[src/rtl/cp0_irq_ctrl.sv]
// -----------------------------------------------------------------------------
// cp0_irq_ctrl
//
// Coprocessor-0 block for the pipelined MIPS core. It holds SR, Cause, EPC and
// PRId, and decides at the memory stage whether an interrupt or an exception is
// taken this cycle.
//
// Parameters
//   NUM_HWINT   number of hardware interrupt lines (1..6); line i -> bit 10+i
//   EDGE_MASK   bit i = 1: line i is edge-triggered and latched in pend
//   SYNC_STAGES input synchroniser depth (0..3, 0 = raw input used directly)
//   EXC_VECTOR  handler entry address
//   PRID        value returned for the PRId register
//
// Ports
//   clk         rising-edge clock
//   reset       asynchronous active-low reset, clears all state
//   we/addr/din mtc0 write (memory stage); addr also selects the mfc0 read
//   dout        mfc0 read data, combinational from addr
//   pc, bd_in   PC of the memory-stage instruction and its delay-slot flag
//   exc_code    pipeline exception code, 0 = no exception
//   eret        eret retiring this cycle
//   hwint       raw device interrupt lines
//   req         take the handler this cycle (flush, redirect to handler_pc)
//   handler_pc  constant EXC_VECTOR
//   epc         current EPC, the eret target
//   exl         SR.EXL
// -----------------------------------------------------------------------------
module cp0_irq_ctrl #(
  parameter int          NUM_HWINT   = 6,
  parameter logic [5:0]  EDGE_MASK   = 6'b000000,
  parameter int          SYNC_STAGES = 2,
  parameter logic [31:0] EXC_VECTOR  = 32'h0000_4180,
  parameter logic [31:0] PRID        = 32'h4350_5538
) (
  input  logic                 clk,
  input  logic                 reset,
  input  logic                 we,
  input  logic [4:0]           addr,
  input  logic [31:0]          din,
  output logic [31:0]          dout,
  input  logic [31:0]          pc,
  input  logic                 bd_in,
  input  logic [4:0]           exc_code,
  input  logic                 eret,
  input  logic [NUM_HWINT-1:0] hwint,
  output logic                 req,
  output logic [31:0]          handler_pc,
  output logic [31:0]          epc,
  output logic                 exl
);

  localparam logic [4:0] ADDR_SR    = 5'd12;
  localparam logic [4:0] ADDR_CAUSE = 5'd13;
  localparam logic [4:0] ADDR_EPC   = 5'd14;
  localparam logic [4:0] ADDR_PRID  = 5'd15;

  // Only the implemented lines take part; upper mask bits are ignored.
  localparam logic [NUM_HWINT-1:0] EDGE_BITS = EDGE_MASK[NUM_HWINT-1:0];

  // Architectural state
  logic [NUM_HWINT-1:0] im_r;
  logic                 exl_r;
  logic                 ie_r;
  logic                 bd_r;
  logic [4:0]           exc_code_r;
  logic [29:0]          epc_r;       // EPC[31:2]; [1:0] are always zero
  logic [NUM_HWINT-1:0] pend_r;      // latched edge requests
  logic [NUM_HWINT-1:0] prev_r;      // previous synchronised value

  // Combinational helpers
  logic [NUM_HWINT-1:0] sync_s;
  logic [NUM_HWINT-1:0] ip_s;
  logic [NUM_HWINT-1:0] rise_s;
  logic [NUM_HWINT-1:0] clr_s;
  logic [5:0]           ip6_s;
  logic [5:0]           im6_s;
  logic                 irq_s;
  logic                 exc_s;
  logic                 req_s;
  logic                 wr_ok_s;
  logic                 sr_wr_s;
  logic                 cause_wr_s;
  logic                 epc_wr_s;
  logic [31:0]          epc_take_s;

  // ---------------------------------------------------------------------------
  // Input synchroniser
  // ---------------------------------------------------------------------------
  if (SYNC_STAGES == 0) begin : g_nosync
    assign sync_s = hwint;
  end else begin : g_sync
    logic [NUM_HWINT-1:0] stage_r [SYNC_STAGES];

    // Shift raw lines through SYNC_STAGES flops
    always_ff @(posedge clk or negedge reset) begin
      if (!reset) begin
        for (int k = 0; k < SYNC_STAGES; k++) begin
          stage_r[k] <= {NUM_HWINT{1'b0}};
        end
      end else begin
        stage_r[0] <= hwint;
        for (int k = 1; k < SYNC_STAGES; k++) begin
          stage_r[k] <= stage_r[k-1];
        end
      end
    end

    assign sync_s = stage_r[SYNC_STAGES-1];
  end

  // ---------------------------------------------------------------------------
  // Request decode
  // ---------------------------------------------------------------------------

  // Pending bits, interrupt/exception decision and write qualification
  always_comb begin
    rise_s  = sync_s & ~prev_r & EDGE_BITS;
    // Level lines show the synchronised input; edge lines show the latch.
    ip_s    = (pend_r & EDGE_BITS) | (sync_s & ~EDGE_BITS);
    irq_s   = ie_r & ~exl_r & (|(ip_s & im_r));
    exc_s   = (exc_code != 5'd0) & ~exl_r;
    // Gate with reset so nothing is requested while reset is held low.
    req_s   = reset & (irq_s | exc_s);
    // A taken request discards any mtc0 in the same cycle.
    wr_ok_s    = we & ~req_s;
    sr_wr_s    = wr_ok_s & (addr == ADDR_SR);
    cause_wr_s = wr_ok_s & (addr == ADDR_CAUSE);
    epc_wr_s   = wr_ok_s & (addr == ADDR_EPC);
    if (cause_wr_s) begin
      clr_s = din[10 +: NUM_HWINT];
    end else begin
      clr_s = {NUM_HWINT{1'b0}};
    end
    // EPC points back at the branch when the faulting instruction is in its slot.
    if (bd_in) begin
      epc_take_s = pc - 32'd4;
    end else begin
      epc_take_s = pc;
    end
  end

  // ---------------------------------------------------------------------------
  // State registers
  // ---------------------------------------------------------------------------

  // Edge detection history and pending latches (set beats clear)
  always_ff @(posedge clk or negedge reset) begin
    if (!reset) begin
      prev_r <= {NUM_HWINT{1'b0}};
      pend_r <= {NUM_HWINT{1'b0}};
    end else begin
      prev_r <= sync_s;
      pend_r <= (pend_r & ~clr_s) | rise_s;
    end
  end

  // SR: IM and IE follow mtc0; EXL is set on entry, cleared by eret
  always_ff @(posedge clk or negedge reset) begin
    if (!reset) begin
      im_r  <= {NUM_HWINT{1'b0}};
      ie_r  <= 1'b0;
      exl_r <= 1'b0;
    end else begin
      if (sr_wr_s) begin
        im_r <= din[10 +: NUM_HWINT];
        ie_r <= din[0];
      end else begin
        im_r <= im_r;
        ie_r <= ie_r;
      end
      if (req_s) begin
        exl_r <= 1'b1;
      end else if (eret) begin
        exl_r <= 1'b0;
      end else if (sr_wr_s) begin
        exl_r <= din[1];
      end else begin
        exl_r <= exl_r;
      end
    end
  end

  // Cause.BD / Cause.ExcCode capture on a taken request
  always_ff @(posedge clk or negedge reset) begin
    if (!reset) begin
      bd_r       <= 1'b0;
      exc_code_r <= 5'd0;
    end else if (req_s) begin
      bd_r <= bd_in;
      // Interrupts win, so their code replaces any concurrent exception.
      if (irq_s) begin
        exc_code_r <= 5'd0;
      end else begin
        exc_code_r <= exc_code;
      end
    end else begin
      bd_r       <= bd_r;
      exc_code_r <= exc_code_r;
    end
  end

  // EPC: captured on entry, otherwise writable by mtc0
  always_ff @(posedge clk or negedge reset) begin
    if (!reset) begin
      epc_r <= 30'd0;
    end else if (req_s) begin
      epc_r <= epc_take_s[31:2];
    end else if (epc_wr_s) begin
      epc_r <= din[31:2];
    end else begin
      epc_r <= epc_r;
    end
  end

  // ---------------------------------------------------------------------------
  // Read path and outputs
  // ---------------------------------------------------------------------------

  // Widen the line-indexed fields to the fixed six-bit register layout
  always_comb begin
    ip6_s = 6'd0;
    im6_s = 6'd0;
    ip6_s[NUM_HWINT-1:0] = ip_s;
    im6_s[NUM_HWINT-1:0] = im_r;
  end

  // mfc0 read mux; unmapped registers read zero
  always_comb begin
    dout = 32'd0;
    case (addr)
      ADDR_SR:    dout = {16'd0, im6_s, 8'd0, exl_r, ie_r};
      ADDR_CAUSE: dout = {bd_r, 15'd0, ip6_s, 3'd0, exc_code_r, 2'd0};
      ADDR_EPC:   dout = {epc_r, 2'b00};
      ADDR_PRID:  dout = PRID;
      default:    dout = 32'd0;
    endcase
  end

  assign req        = req_s;
  assign handler_pc = EXC_VECTOR;
  assign epc        = {epc_r, 2'b00};
  assign exl        = exl_r;

endmodule

[config.mk]
export PLATFORM = sky130hd
export DESIGN_NAME = cp0_irq_ctrl
export DESIGN_NICKNAME = d
export VERILOG_FILES = /design/src/rtl/cp0_irq_ctrl.sv
export SDC_FILE = /design/constraint.sdc
export NUM_CORES = 1
export LEC_CHECK = 0
export CORE_MARGIN = 1.5
export CORE_UTILIZATION = 40
export DETAILED_ROUTE_END_ITERATION = 16
export GPL_ROUTABILITY_DRIVEN = 1
export PLACE_DENSITY = 0.8
export SYNTH_ARGS = -nofsm -noshare
export SYNTH_HDL_FRONTEND = slang
export SYNTH_SLANG_ARGS = --single-unit
export TNS_END_PERCENT = 1
[constraint.sdc]
create_clock -name clk -period 5.25 [get_ports clk]
set_input_delay 0.7875 -clock clk [delete_from_list [all_inputs] [get_ports clk]]
set_output_delay 0.7875 -clock clk [all_outputs]
set_load 0.1 [all_outputs]
Yosys cells after proc, flatten, opt, wreduce, memory -nomap -nowiden
Index checks and enable logic that the tools add are counted.

Input port bits: 85. Register bits after elaboration: 56. Logic and storage cells: 36.

Reduce and logical (&&, ||, !) cells: 4. Mux-type cells: 8. Bitwise logic cells: 11. Add/sub/neg operators: 1. Eq/ne operators: 4.

Operators by type and width (number): $pmux 32 s4 (1); $mux 30 (2); $mux 32 (1); $sub 32x3->32 const B (1); $eq 5x4->1 const B (4); $and 1x1->1 (7); $and 6x6->6 (1); $reduce_or 6->1 (1); $mux 5 (1); $reduce_bool 5->1 (1); $mux 1 (3); $reduce_bool 3->1 (1); $not 1->1 (2); $reduce_bool 2->1 (1); $or 1x1->1 (1).

Depth between registers and ports, before layout
Gate-level depths: netlist of the first run.

Word-level depth: 11. Depth in mapped cells: 8.

Least setup slack after synthesis of the first run
No wires, ideal clock.

Kind: input-to-output. Start: input port addr[0]. End: output port dout[3]. Buffers on the path: 2. Data arrival time: 2.914 ns. Data required time: 4.463 ns. Path slack: 1.549 ns. Stages on the path: 4. Cells stage by stage: clkbuf_1 clkbuf_1 o21ai_0 a21oi_1.

Longest elaborated chain between the ends: 2. Elaborated cells on any way between the ends: 5. Those cells by class: eq/ne: 4; mux: 1.

RTL lines: from (decl) (line 39) `input logic [4:0] addr,`; $eq 5x4->1 (line 231) `case (addr)`; $pmux 32 s4 * (line 231); to (decl) (line 41) `output logic [31:0] dout,`.

Every way passes the cells marked *; elsewhere a longest branch is shown, timed or not.

Final worst setup path of the first run
Start: input port addr[1]. End: output port dout[14].

Same word-level chain as after synthesis.

==> impl_metrics.ini, run 1 <==
[status]
outcome = finished, final reports clean

[die]
ios = 183
rows = 34
die_area_mm2 = 0.009648
core_mm2 = 0.008763
die_w_um = 98.23
die_y_um = 98.23
start_util_pct = 41.39

[grt]
grt_pass1_vias = 3357
grt_use_met2_pct = 37.61
grtUsageTotal_pct = 21.43
grt_max_degree = 73
use_met3_pct = 3.221
overflow = 0
grtUsageMet1_pct = 27.27
grt-busiest-layer = met2
antenna_found_initial = 0
grt_pass1_wl_um = 16640

[detailed_routing]
drt_iter0_markers = 80
drc = 0
first_pass_iters = 4
wirelength_um = 10430
routedWlPerCell_um = 16.37
avgViaCountPerCell = 5.192
ant_nets = 0
vias = 3307

[worst_setup_path]
crit_type = primary input to output port
worstPathMaxFanout = 17
slowest_delay_ns = 0.97
worstSetupEndpointType = output port
start_kind = primary input
cpLargestDelayFamily = buffers and inverters
cp.required_ns = 4.46
crit_buf_inv = 2
cp_cell_sequence = clkdlybuf4s50_1, mux2_2, o221a_2, clkdlybuf4s50_1
slowest_stage = clkdlybuf4s50_1
crit_arrival_ns = 3.37
path_common_cell = clkdlybuf4s50_1

[clocking]
cts_buffers = 5
cts_resized = 0
clk_path_buf_depth = 2
cts_tree = built
clk_latency_ns = 0.32
postCtsHoldBufs = 0
cts_root_buf = clkbuf_8
h-tree-depth = 2
cts.sinks = 56
cts_setup_buffers = 0
clkTransAtPathRegs_ns = 0.11

[sta]
tightest_slew_ns = 1.060
hold_violations = 0
relSlewSlack_pct = 29.34
period_needed_ns = 4.155
setup_viol = 0
fin_skew_ns = 0.009750
hold_ws_ns = 0.3592
timing.setup.tns_ns = 0
grt_setup_unrepaired = no
period_share_pct = 79.15
drv_slew = 0
clock.fmax_ghz = 0.2407

[layout]
drive_above_1_share_pct = 13.23
fin_nets = 614
instances_no_fill = 637
nFillCells = 786
multi_input_area_mm2 = 0.001986
area.sequential_mm2 = 0.001401
utilization_pct = 57.75
antenna_cells = 0
synthToLayoutAreaGrowth_pct = 39.53

[placement]
place_hpwl_um = 7910
gp_congestion = 0.8397
io_buffers = 146
placed_cells = 629

[worst_hold_path]
hold_class = register to register

[synth]
async_flop_share_pct = 100.0
synth_warnings = 0
syn_inst = 393
avgSynthCellArea_um2 = 9.230
synth_area_mm2 = 0.003627
synth_area_leaders = dfrtp_1 39%, buf_4 7.0%, a211oi_1 4.8%
synthDistinctLibCells = 49
ys.flop_type = dfrtp_1
synth_most_common_cell = dfrtp_1
yosysTopAreaCell = dfrtp_1
seq_area_frac_synth_pct = 38.63
ys_top_cells_by_count = 56 x dfrtp_1, 34 x buf_4, 32 x nor2_1
synth_edf_count = 0
yosys_register_bits = 56
synthDominantCellAreaShare_pct = 38.63

[power_and_ir_drop]
power_density_mw_per_mm2 = 359.9
peakVddDrop_mv = 0.2295
power_mw = 1.821
leakagePower_nw = 2.062

[flow_run]
max-cap-violations = 0
==> layer usage <==
metal	up-vias	wire length [µm]
met5	-	0
met4	0	263
met3	19	553
met2	134	5127
met1	1578	4486
li1	1576	-
==> metrics by stage <==
step / worst slack [ns] / area (µm²)
5_1_grt: 1.052 / 5061
3_5_place_dp: 1.110 / 4964
4_1_cts: 1.112 / 5061
6_report: 1.095 / 5061
2_1_floorplan: 1.549 / 3747
3_3_place_gp: 1.152 / 4964
==> worst register-to-register path: cells and delay by family (launching register included) <==
| family | cells | cell delay (ns) |
|---|---|---|
| buffers and inverters | 1 | 0.38 |
| AOI/OAI and AO/OA | 5 | 1.37 |
| DFF | 1 | 0.42 |
==> logic make-up (layout without fill, tap and decap cells) <==
kind of cell	count (synthesis)	in the layout	synth area share, %
muxes	22	22	6.451
DFF	56	56	38.63
other	2	34	0.2070
buffers and inverters	62	166	10.28
AOI/OAI and AO/OA	81	81	14.32
xor gates and xnor gates	28	28	6.761
adders and majority gates	1	1	0.3449
and+or+nand+nor	141	141	23.01
==> flip-flops by register name (all words and copies together), names as in the netlist <==
| name | flops |
|---|---|
| epc_r | 30 |
| g_sync.stage_r | 6 |
| ip6_s | 6 |
| ie_r | 1 |
| exc_code_r | 5 |
| exl | 1 |
| bd_r | 1 |
| im6_s | 6 |
==> worst paths after layout <==
kind,endpoint,cells past startpoint,slack [ns],from
max in group asynchronous,epc_r[22],2,4.11,reset
hold reg to reg,ip6_s[0],0,0.36,g_sync.stage_r[6]
setup / recovery,dout[14],4,1.09,addr[1]
setup reg to reg,epc_r[20],6,2.93,im6_s[3]
hold / removal,ip6_s[0],0,0.36,g_sync.stage_r[6]
min in group asynchronous,ie_r,2,0.67,reset
==> report_power, final <==
| part | leakage (nW) | switching, mW | internal [mW] |
|---|---|---|---|
| registers | 0.655 | 0.0610 | 0.511 |
| clock network | 0.0511 | 0.163 | 0.101 |
| logic | 1.36 | 0.732 | 0.253 |
| total | 2.06 | 0.956 | 0.866 |
==> placed cells by master (no fill, tap or decap), drive strengths merged, types with 2 or more instances in the layout <==
cell             n
mux2            11
a22o             3
and3             3
buf             35
nand2           20
nand3            9
inv             11
nand4            3
conb            34
and2            13
nand3b           2
mux2i           11
a31oi            2
o21ai           15
clkdlybuf4s50  115
a22oi            3
a211oi          23
nor3             8
nor2            32
xor2            16
o221a            3
nand2b           2
a21oi           29
or4              7
dfrtp           56
xnor2           12
nor2b           26
nor4             8
clkbuf           5
==> layout make-up <==
| type | instances | share of cell area, % |
|---|---|---|
| Multi-Input combinational cell | 307 | 39.23 |
| Inverter | 8 | 0.5933 |
| Timing Repair Buffer | 150 | 27.89 |
| Sequential cell | 56 | 27.69 |
| Tap cell | 108 | 2.670 |
| Clock inverter | 3 | 0.5686 |
| Clock buffer | 5 | 1.360 |
No activity file was read; power rests on OpenSTA's default activity.
==> run 2: changes to the inputs <==
- CORE_UTILIZATION: 40 -> 37
- PLACE_DENSITY: 0.8 -> 0.78
- clock period: 5.25 -> 3.7 ns (I/O delays scaled with it)
==> run 2 against run 1 <==
Net effect:
- cell count grew 3.6%
- die area grew 7.9%
- worst setup slack lost 0.44 ns
- first-iteration DRC count grew 50%
- global-route usage shrank 0.98 points
- sequential cell count is the same
- non-clock buffer count grew 2
- critical path type unchanged
- critical endpoint is now dout[23]
- largest cell class unchanged
- highest routed layer unchanged
==> impl_metrics.ini, run 2 (synthesis results as in run 1) <==
[die]
core_mm2 = 0.009371
ios = 183
start_util_pct = 38.70
die_y_um = 102.0
die_w_um = 102.0
rows = 35
die_area_mm2 = 0.01041

[clocking]
clkTransAtPathRegs_ns = 0.12
h-tree-depth = 2
cts_buffers = 5
cts_setup_buffers = 0
cts_resized = 0
cts.sinks = 56
postCtsHoldBufs = 0
clk_latency_ns = 0.32
cts_root_buf = clkbuf_8
cts_tree = built
clk_path_buf_depth = 2

[detailed_routing]
wirelength_um = 10660
vias = 3261
ant_nets = 0
drc = 0
avgViaCountPerCell = 4.941
first_pass_iters = 4
routedWlPerCell_um = 16.15
drt_iter0_markers = 120

[layout]
fin_nets = 616
top_register = epc_r
nFillCells = 851
drive_above_1_share_pct = 14.12
largest_reg_flops = 30
final_cell_mix = 112 x clkdlybuf4s50_1, 56 x dfrtp_1, 34 x conb_1
utilization_pct = 57.84
final_common_cell = clkdlybuf4s50_1
multi_input_area_mm2 = 0.001986
antenna_cells = 0
synthToLayoutAreaGrowth_pct = 49.43
area.sequential_mm2 = 0.001401

[sta]
relSlewSlack_pct = 34.32
drv_slew = 0
hold_ws_ns = 0.3608
clock.fmax_ghz = 0.3285
period_share_pct = 82.26
fin_skew_ns = 0.009757
period_needed_ns = 3.044
setup_viol = 0
hold_violations = 0
tightest_slew_ns = 0.9820
grt_setup_unrepaired = no
timing.setup.tns_ns = 0

[worst_hold_path]
min_from = g_sync.stage_r[7]
hold_class = register to register
hold_path_depth = 0

[worst_setup_path]
worstPathMaxFanout = 12
crit_type = primary input to output port
crit_arrival_ns = 2.49
slowest_stage = clkdlybuf4s50_1
ff2ff_path_depth = 6
critical_path.endpoint = dout[23]
cp-startpoint = addr[2]
start_kind = primary input
cp_cell_sequence = clkdlybuf4s50_1, and3b_1, nand2_1, nor2_1, buf_4, and2_1, buf_12
r2r_end = epc_r[12]
worstSetupEndpointType = output port
ff2ff_setup_slack_ns = 1.24
cp.required_ns = 3.14
timing.rr.start = im6_s[3]
slowest_delay_ns = 0.48

[grt]
grt_max_degree = 57
antenna_found_initial = 0
grt_pass1_wl_um = 16500
overflow = 0
grt_pass1_vias = 3294
grtUsageTotal_pct = 20.45

[power_and_ir_drop]
p_int_mw = 1.247
peakVddDrop_mv = 0.2819
pwr-share-seq_pct = 31.2
power_density_mw_per_mm2 = 480.6
p_sw_share_pct = 52.14
p_switching_mw = 1.358
leakagePower_nw = 2.152
combPwrFrac_pct = 54.4
pwr-share-clk_pct = 14.4

[flow_run]
max-cap-violations = 0

[placement]
place_hpwl_um = 8311
io_buffers = 146
gp_congestion = 0.8735

[status]
outcome = finished, final reports clean
-- run 2: cell types whose count changed in the layout (fill, tap and decap cells not counted) --
cell,delta
buf_4,-21
buf_12,+26
clkdlybuf4s50_1,-3
-- run 2: metal layers --
layer	vias to the layer above	global-route usage, %	part of all wire (%)
met5	-	0	0
li1	1584	-	-
met2	116	35.20	50
met3	10	3.694	5.1
met4	0	4.110	1.0
met1	1551	27.04	44
-- run 2: worst min path at each step --
stage / to / slack [ns]
floorplan: bd_r / 0.26
global placement: ip6_s[1] / 0.33
detailed placement: ip6_s[1] / 0.34
CTS: ip6_s[1] / 0.36
global route: ip6_s[5] / 0.38
finish: ip6_s[1] / 0.36
-- run 2: final cells by class --
cell class | count | area share (%)
Multi-Input combinational cell | 307 | 36.63
Timing Repair Buffer | 152 | 32.18
Sequential cell | 56 | 25.85
Tap cell | 129 | 2.978
Clock buffer | 5 | 1.270
Inverter | 8 | 0.5540
Clock inverter | 3 | 0.5309
-- run 2: per-stage QoR --
step / total power [mW] / instance area [µm²] / setup WS (ns) / std cells
finish: 2.605 / 5420 / 0.6563 / 660
floorplan: 1.875 / 3747 / 0.4636 / 425
CTS: 2.627 / 5420 / 0.6521 / 660
detailed placement: 2.246 / 5323 / 0.6614 / 652
global placement: 2.225 / 5323 / 0.7029 / 652
global route: 2.730 / 5420 / 0.5392 / 660
-- run 2: power by group through the flow --
| stage | combinational, mW | clock [mW] | sequential [mW] |
|---|---|---|---|
| after floorplan | 0.500 | 0 | 1.37 |
| after global placement | 1.41 | 0 | 0.819 |
| after detailed placement | 1.42 | 0 | 0.826 |
| after CTS | 1.42 | 0.389 | 0.815 |
| after global routing | 1.48 | 0.420 | 0.830 |
| final | 1.42 | 0.374 | 0.813 |
-- run 2: critical path, delay by kind of cell --
family / cells / cell delay [ns]
buffers and inverters: 3 / 0.88
AND/OR/NAND/NOR: 4 / 1.04
==> run 3: changes to the inputs <==
- CORE_UTILIZATION: 37 -> 40
- PLACE_DENSITY: 0.78 -> 0.8
- clock period: 3.7 -> 3.1 ns (I/O delays scaled with it)
==> run 3 against run 2 <==
Net effect:
- wire length fell by 0.22%
- worst setup slack got worse by 0.26 ns
- sequential share of layout area fell by 0.12 points
- clock power rose by 18%
- core utilization rose by 4.3 points
- combinational power rose by 18%
- sequential power rose by 20%
- count of clock-buffer cells in the layout did not move
- via count rose by 0.77%
- critical path depth fell by 2
- critical endpoint is now dout[2]
==> impl_metrics.ini, run 3 (synthesis results as in run 1) <==
[worst_setup_path]
start_kind = primary input
crit_type = primary input to output port
ff2ff_path_depth = 6
ff2ff_setup_slack_ns = 0.78
cp.required_ns = 2.63
timing.rr.start = im6_s[4]
worstPathMaxFanout = 14
worstSetupEndpointType = output port
r2r_end = epc_r[23]
crit_arrival_ns = 2.24

[die]
ios = 183
rows = 34
die_y_um = 98.23
die_area_mm2 = 0.009648
die_w_um = 98.23
core_mm2 = 0.008763
start_util_pct = 41.39

[layout]
synthToLayoutAreaGrowth_pct = 50.16
utilization_pct = 62.15
final_cell_mix = 81 x clkdlybuf4s50_1, 56 x dfrtp_1, 40 x buf_4
fin_nets = 620
drive_above_1_share_pct = 20.56
fin_area_mm2 = 0.005446
top_register = epc_r
nFillCells = 747
final_common_cell = clkdlybuf4s50_1
largest_reg_flops = 30
antenna_cells = 0

[power_and_ir_drop]
pwr-share-clk_pct = 14.3
pwr-share-seq_pct = 31.6
combPwrFrac_pct = 54.2
p_switching_mw = 1.624
leakagePower_nw = 2.217
peakVddDrop_mv = 0.5350
power_density_mw_per_mm2 = 567.2
p_sw_share_pct = 52.57
p_int_mw = 1.465

[clocking]
clkTransAtPathRegs_ns = 0.11
cts_setup_buffers = 0
cts_root_buf = clkbuf_8
cts.sinks = 56
h-tree-depth = 2
cts_resized = 0
cts_buffers = 5
clk_latency_ns = 0.31
postCtsHoldBufs = 0
clk_path_buf_depth = 2
cts_tree = built

[detailed_routing]
drc = 0
first_pass_iters = 4
drt_iter0_markers = 113
ant_nets = 0
wirelength_um = 10640
routedWlPerCell_um = 16.54
avgViaCountPerCell = 5.110
vias = 3286

[grt]
grt_max_degree = 57
antenna_found_initial = 1
grt_pass1_wl_um = 16980
grt_pass1_vias = 3369
grtUsageTotal_pct = 21.92
overflow = 0

[worst_hold_path]
min_from = g_sync.stage_r[11]
hold_path_depth = 0
hold_class = register to register
whs_endpoint = ip6_s[5]

[sta]
clock.fmax_ghz = 0.3698
period_share_pct = 87.22
tightest_slew_ns = 0.7324
relSlewSlack_pct = 51.17
drv_slew = 0
hold_violations = 0
period_needed_ns = 2.704
grt_setup_unrepaired = no
setup_viol = 0
setup_slack_ns = 0.3961
timing.setup.tns_ns = 0
fin_skew_ns = 0.005682

[flow_run]
max-cap-violations = 0

[placement]
dp_slack_ns = 0.4110
place_hpwl_um = 8219
io_buffers = 146
dpl_cell_area_mm2 = 0.005349
gp_congestion = 0.8287

[status]
outcome = finished, final reports clean
run 3: cell types whose count changed in the layout (fill, tap and decap cells not counted), sizes merged:
cell and delta:
buf +35, clkdlybuf4s50 -31
run 3: worst max-delay path by stage:
stage                 start  endpoint  slack (ns)  depth (start not counted)
global route        addr[1]   dout[2]        0.27                          5
detailed placement  addr[1]   dout[2]        0.41                          5
finish              addr[1]   dout[2]        0.40                          5
CTS                 addr[1]   dout[2]        0.40                          5
floorplan           addr[0]   dout[3]        0.04                          4
global placement    addr[1]   dout[2]        0.45                          5
run 3: routing by layer:
metal	GRT usage (%)	wire (µm)	up-vias
met1	28.19	4503	1556
met2	38.25	5308	126
li1	-	-	1588
met3	3.651	605	16
met5	0	0	-
met4	5.850	221	0
run 3: power groups by stage:
stage          Clock, mW  Combinational, mW  Sequential, mW
5_1_grt            0.496               1.74           0.994
6_report           0.442               1.67           0.975
4_1_cts            0.461               1.68           0.976
3_5_place_dp           0               1.67           0.988
3_3_place_gp           0               1.65           0.983
2_1_floorplan          0              0.597            1.64
run 3: area by class of cell:
cell class / count / area (µm²) / area share (%)
inverters: 8 / 30.03 / 0.5513
flip-flops and latches: 56 / 1401 / 25.73
clock buffers: 5 / 68.82 / 1.263
well taps: 108 / 135.1 / 2.481
multi-input cells: 307 / 1986 / 36.46
clock inverters: 3 / 28.78 / 0.5284
repair buffers: 156 / 1797 / 32.99
run 3: worst max-delay path: stages:
cell and delay, ns:
clkdlybuf4s50_1 0.67, nor2b_1 0.51, a22oi_1 0.17, nor2_1 0.20, buf_12 0.21
run 3: per-stage QoR:
step                      power [mW]  hold WS [ns]  cells
after floorplan                2.238        0.1694    425
after global placement         2.637        0.3330    635
after detailed placement       2.663        0.3378    635
after CTS                      3.115        0.3662    643
after global routing           3.233        0.3711    643
final                          3.090        0.3614    643
